===== config.mk =====
export PLATFORM = sky130hd
export DESIGN_NAME = iot_in_ctrl
export DESIGN_NICKNAME = d
export VERILOG_FILES = /design/src/rtl/iot_in_ctrl.sv
export SDC_FILE = /design/constraint.sdc
export NUM_CORES = 1
export LEC_CHECK = 0
export CAP_MARGIN = 20
export CORE_MARGIN = 2
export CORE_UTILIZATION = 28
export DETAILED_ROUTE_END_ITERATION = 12
export GPL_ROUTABILITY_DRIVEN = 0
export SLEW_MARGIN = 25
export SYNTH_ARGS = -nofsm -noshare
export SYNTH_HDL_FRONTEND = slang
export SYNTH_SLANG_ARGS = --single-unit

===== constraint.sdc =====
create_clock -name clk -period 1.85 [get_ports clk]
set_input_delay 0.37 -clock clk [delete_from_list [all_inputs] [get_ports clk]]
set_output_delay 0.37 -clock clk [all_outputs]
set_load 0.02 [all_outputs]

===== src/rtl/iot_in_ctrl.sv =====
// Front-end controller: packs the serial byte stream into 128-bit words and sequences words/rounds/job.
// Optional build macro IOT_TIMEOUT_EN adds an idle timeout that discards a stalled partial word.
module iot_in_ctrl #(
   parameter int WORDS_PER_ROUND = 8,
   parameter int NUM_ROUNDS      = 4,
   parameter int TIMEOUT         = 32
) (
   input  logic         clk,
   input  logic         rst,
   input  logic [7:0]   iot_in,
   input  logic         in_en,
   input  logic [2:0]   fn_sel_in,
   output logic         busy,
   output logic [127:0] data,
   output logic [5:0]   cnt,
   output logic [2:0]   state,
   output logic         valid,
   output logic         flag,
   output logic [7:0]   cycle_cnt,
   output logic [2:0]   fn_sel,
   output logic         done,
   output logic         err
);

   localparam logic [2:0] ST_IDLE = 3'b000;
   localparam logic [2:0] ST_LOAD = 3'b001;
   localparam logic [2:0] ST_EVAL = 3'b010;
   localparam logic [2:0] ST_NEXT = 3'b011;
   localparam logic [2:0] ST_DONE = 3'b100;

   localparam logic [7:0] LAST_WORD  = 8'(WORDS_PER_ROUND - 1);
   localparam logic [7:0] LAST_ROUND = 8'(NUM_ROUNDS - 1);

   if (WORDS_PER_ROUND < 1 || WORDS_PER_ROUND > 255 || NUM_ROUNDS < 1 || NUM_ROUNDS > 255 ||
       TIMEOUT < 1 || TIMEOUT > 255) begin : g_param_check
      $error("iot_in_ctrl: parameter out of legal range 1..255");
   end

   logic [2:0]   state_q, state_d;
   logic [127:0] data_q, data_d;
   logic [5:0]   cnt_q, cnt_d;
   logic         valid_q, valid_d;
   logic         flag_q, flag_d;
   logic [7:0]   cyc_q, cyc_d;
   logic [7:0]   round_q, round_d;
   logic [2:0]   fn_sel_q, fn_sel_d;
   logic         done_q, done_d;
   logic [127:0] data_shift;

   assign data_shift = {data_q[119:0], iot_in};

`ifdef IOT_TIMEOUT_EN
   localparam logic [7:0] IDLE_LAST = 8'(TIMEOUT - 1);
   logic [7:0] idle_q, idle_d;
   logic       err_q, err_d;
`endif

   always_comb begin
      state_d  = state_q;
      data_d   = data_q;
      cnt_d    = cnt_q;
      valid_d  = valid_q;
      flag_d   = flag_q;
      cyc_d    = cyc_q;
      round_d  = round_q;
      fn_sel_d = fn_sel_q;
      done_d   = done_q;
`ifdef IOT_TIMEOUT_EN
      idle_d   = idle_q;
      err_d    = 1'b0;
`endif
      case (state_q)
         ST_IDLE: begin
            if (in_en) begin
               fn_sel_d = fn_sel_in;
               data_d   = data_shift;
               cnt_d    = 6'd1;
               state_d  = ST_LOAD;
            end
         end
         ST_LOAD: begin
            if (in_en) begin
               data_d = data_shift;
               cnt_d  = cnt_q + 6'd1;
`ifdef IOT_TIMEOUT_EN
               idle_d = 8'd0;
`endif
               if (cnt_q == 6'd15) begin
                  state_d = ST_EVAL;
                  valid_d = 1'b1;
               end
`ifdef IOT_TIMEOUT_EN
            end else if (cnt_q != 6'd0) begin
               // A stalled partial word is thrown away; round position is kept.
               if (idle_q == IDLE_LAST) begin
                  idle_d = 8'd0;
                  cnt_d  = 6'd0;
                  data_d = '0;
                  err_d  = 1'b1;
               end else begin
                  idle_d = idle_q + 8'd1;
               end
`endif
            end
         end
         ST_EVAL: begin
            cnt_d   = 6'd0;
            valid_d = 1'b0;
            if (cyc_q == LAST_WORD) begin
               state_d = ST_NEXT;
            end else begin
               cyc_d   = cyc_q + 8'd1;
               state_d = ST_LOAD;
            end
         end
         ST_NEXT: begin
            cyc_d  = 8'd0;
            flag_d = 1'b1;
            if (round_q == LAST_ROUND) begin
               state_d = ST_DONE;
               done_d  = 1'b1;
            end else begin
               round_d = round_q + 8'd1;
               state_d = ST_LOAD;
            end
         end
         ST_DONE: ;
         default: state_d = ST_IDLE;
      endcase
   end

   always_ff @(posedge clk) begin
      if (!rst) begin
         state_q  <= ST_IDLE;
         data_q   <= '0;
         cnt_q    <= 6'd0;
         valid_q  <= 1'b0;
         flag_q   <= 1'b0;
         cyc_q    <= 8'd0;
         round_q  <= 8'd0;
         fn_sel_q <= 3'd0;
         done_q   <= 1'b0;
      end else begin
         state_q  <= state_d;
         data_q   <= data_d;
         cnt_q    <= cnt_d;
         valid_q  <= valid_d;
         flag_q   <= flag_d;
         cyc_q    <= cyc_d;
         round_q  <= round_d;
         fn_sel_q <= fn_sel_d;
         done_q   <= done_d;
      end
   end

`ifdef IOT_TIMEOUT_EN
   always_ff @(posedge clk) begin
      if (!rst) begin
         idle_q <= 8'd0;
         err_q  <= 1'b0;
      end else begin
         idle_q <= idle_d;
         err_q  <= err_d;
      end
   end
   assign err = err_q;
`else
   assign err = 1'b0;
`endif

   // Held busy while in reset so upstream never sees an accept window mid-reset.
   assign busy      = !rst || !(state_q == ST_IDLE || state_q == ST_LOAD);
   assign data      = data_q;
   assign cnt       = cnt_q;
   assign state     = state_q;
   assign valid     = valid_q;
   assign flag      = flag_q;
   assign cycle_cnt = cyc_q;
   assign fn_sel    = fn_sel_q;
   assign done      = done_q;

endmodule


==> reports/results.tsv <==
stage	metric	value	unit
global_route	pin_count_of_the_biggest_net_entering_global_routing	67	
setup_path	cp_cell_sequence	clkdlybuf4s50_1	
logic_synthesis	post-synth-top-area-cell	sky130_fd_sc_hd__dfxtp_1	
cells_and_area	nNetsFinal	930	
logic_synthesis	yosys_most_used_dff	sky130_fd_sc_hd__dfxtp_1	
logic_synthesis	synth_top_cell_area_share	54.1	%
placement	port_buffers	165	
global_route	vias_in_the_first_global_route	5155	
global_route	first_pass_grt_wire_length	27600	um
clock_network	clock_insertion_delay_worst_skew	0.43	ns
sta	tightest_slew	0.580	ns
drt	drt_antenna_net_count	0	
logic_synthesis	postSynthCellCount	738	
setup_path	path_max_fanout	3	
logic_synthesis	synth-seq-cells	159	
power_and_ir_drop	power.density_cell_area	845	nW/um^2
setup_path	timing.reg2reg.worst_path_depth	4	
clock_network	cts_made_buffers	17	
clock_network	htreeDepth	4	
cells_and_area	final_util	42.2	%
drt	drc	0	
floorplan	die_h	149	um
clock_network	cts.clk_slew.worst_paths	0.06	ns
logic_synthesis	synthesis.yosys.warnings	0	
global_route	grt_overflow_total	0	
setup_path	critical_path.endpoint_type	output pin	
logic_synthesis	synth.most_common_cell	sky130_fd_sc_hd__nand2_1	
sta	max_clock_freq	0.553	GHz
sta	final-setup-viol-count	0	
min_path	worstHoldPathType	flop to flop	
placement	instance_count_after_placement_with_tap_cells_included	1169	
cells_and_area	post_route_cells_drive_above_1_share	8.96	%
drt	via_count	5554	
setup_path	timing.critical_path.arrival	1.44	ns
sta	period_needed	1.81	ns
clock_network	cts_resized	21	
floorplan	design.portCount	167	
drt	vias_per_cell	4.62	
clock_network	cts_tree	yes	
clock_network	clock_tree.root_cell	sky130_fd_sc_hd__clkbuf_16	
min_path	whs_endpoint	data[125]$_SDFFE_PN0P_	
setup_path	cp_top_family	buffers and inverters	
sta	skew	0.00766	ns
setup_path	slowest_stage	sky130_fd_sc_hd__clkdlybuf4s50_1	
min_path	worst_hold_path.num_cells	2	
sta	timing_max_transition_violations_final	0	
sta	relSlewSlack	60.8	%
global_route	number_of_antenna_violations_at_the_first_check_in_global_routing	0	
power_and_ir_drop	p_leak	3.99	nW
logic_synthesis	synth-edff-count	0	
drt	drt_first_iter_violations	268	
setup_path	reg2reg_to	round_q[2]$_SDFFE_PN0P_	
logic_synthesis	synth_sequential_area_ratio	54.1	%
sta	setup_slack	0.0423	ns
setup_path	cp.buffers_inverters	1	
logic_synthesis	synth.top_cells.by_area	sky130_fd_sc_hd__dfxtp_1 54%, sky130_fd_sc_hd__nand2_1 17%, sky130_fd_sc_hd__a21oi_1 12%, sky130_fd_sc_hd__clkbuf_1 3.2%, sky130_fd_sc_hd__mux2i_1 1.5%	
clock_network	cts-hold-fix-buffers	0	
min_path	timing.hold.worst.start	data[125]$_SDFFE_PN0P_	
setup_path	worst-setup-path-type	flop to output pin	
setup_path	crit-reg2reg-launch	round_q[0]$_SDFFE_PN0P_	
cells_and_area	finish.instance_area	8790	sq um
logic_synthesis	yosys-top-cells-count	274 x sky130_fd_sc_hd__nand2_1, 159 x sky130_fd_sc_hd__dfxtp_1, 142 x sky130_fd_sc_hd__a21oi_1	
cells_and_area	antenna-diode-count	0	
sta	final_hold_viol_count	0	
placement	hpwlAfterDp	11700	um
drt	detail_route.first_pass.iterations	6	
sta	finalCritPeriodShare	97.7	%
setup_path	setup.reg_to_reg.worst_slack	0.10	ns
floorplan	start_util	28.3	%
placement	post-place-ws	-0.278	ns
power_and_ir_drop	ir_drop	0.000589	V
placement	placed_area	8080	sq um
drt	post_drt_wl_per_cell	14.6	um
floorplan	die_x_extent	149	um
logic_synthesis	synthesis.area_per_instance	7.98	sq um
status	run_status	complete, no violations	
cells_and_area	fin_cells	1201	
sta	hold_slack	0.451	ns
setup_path	cp.required	1.48	ns
setup_path	timing.critical_path.from_type	flop	
logic_synthesis	yosys.cell_types.count	40	
floorplan	core_area	20800	sq um
global_route	grt.total_usage	15.9	%
floorplan	std_cell_rows	53	
floorplan	design.die.area	22200	sq um
setup_path	critPathMaxStageDelay	0.63	ns
clock_network	post-cts-setup-buffers	0	
logic_synthesis	synth_nets	755	
clock_network	clock_sinks	159	
clock_network	clock_tree.buffer_depth	2	
cells_and_area	synthToLayoutAreaGrowth	49.4	%
run	max_cap_viol	0	
setup_path	critical_path.startpoint	data[40]$_SDFFE_PN0P_	
logic_synthesis	syn-cell-area	5890	sq um
logic_synthesis	postSynth.asyncResetShare	0	%
drt	finalWirelength	17500	um
[cell usage in the layout, fill, tap and decap left out, types with 6 or more instances in the layout]
master	Yosys	routed
sky130_fd_sc_hd__dlygate4sd2_1	0	19
sky130_fd_sc_hd__dlymetal6s2s_1	0	57
sky130_fd_sc_hd__mux2i_1	9	9
sky130_fd_sc_hd__nand3_1	7	7
sky130_fd_sc_hd__o211ai_1	8	8
sky130_fd_sc_hd__clkbuf_16	0	17
sky130_fd_sc_hd__clkdlybuf4s50_1	0	89
sky130_fd_sc_hd__dfxtp_1	159	157
sky130_fd_sc_hd__nand2_1	274	274
sky130_fd_sc_hd__inv_6	0	6
sky130_fd_sc_hd__or3_1	10	10
sky130_fd_sc_hd__o21ai_0	13	13
sky130_fd_sc_hd__inv_1	11	11
sky130_fd_sc_hd__a21oi_1	142	142
sky130_fd_sc_hd__buf_4	1	37
[flip-flops by register name, indices dropped and copies added (netlist names)]
name / flops
valid: 1
state: 3
done: 1
cycle_cnt: 8
data: 128
flag: 1
cnt: 6
fn_sel: 3
round_q: 8
[worst max-delay path by stage]
stage	slack, ns	end	cells after the start
global route	-0.003	busy	4
finish	0.04	data[40]	1
detailed placement	-0.28	valid$_SDFFE_PN0P_	4
global placement	-0.28	valid$_SDFFE_PN0P_	4
CTS	0.002	data[82]	1
floorplan	0.07	valid$_SDFFE_PN0P_	4
[through the flow]
step	TNS, ns	total power [W]
6_report	0	0.00743
3_3_place_gp	-17.12	0.00399
3_5_place_dp	-16.87	0.00399
2_1_floorplan	0	0.00377
4_1_cts	0	0.00756
5_1_grt	-0.00310	0.00774
[where the power goes]
| group | internal, W | switching, W |
|---|---|---|
| logic | 0.000158 | 0.000262 |
| clock network | 0.00192 | 0.00161 |
| registers | 0.00345 | 0.0000286 |
[logic make-up (layout without fill, tap and decap cells)]
kind of cell               after synthesis  after routing  share of synthesized area [%]
other                                    1              1                         0.0637
and+or+nand+nor                        321            321                           22.8
AOI/OAI and AO/OA                      182            182                           16.9
muxes                                    9              9                           1.53
DFF                                    159            159                           54.1
adders and majority gates                3              3                          0.638
buffers and inverters                   63            251                           4.08
[area by class of cell]
cell class	instances	area, sq um
Multi-Input combinational cell	516	2470
Inverter	12	47.5
Clock inverter	15	170
Fill cell	2171	12000
Timing Repair Buffer	207	2150
Sequential cell	159	3190
Tap cell	275	344
Clock buffer	17	425
[per-layer routing]
layer	up-vias	global-route usage (%)	wire length (um)
met4	0	5.76	306
met1	2607	20.1	7970
li1	2815	-	-
met3	19	5.99	1170
met5	-	0	0
met2	113	24.6	8040
Note: power is estimated with default switching activity, not from simulation.
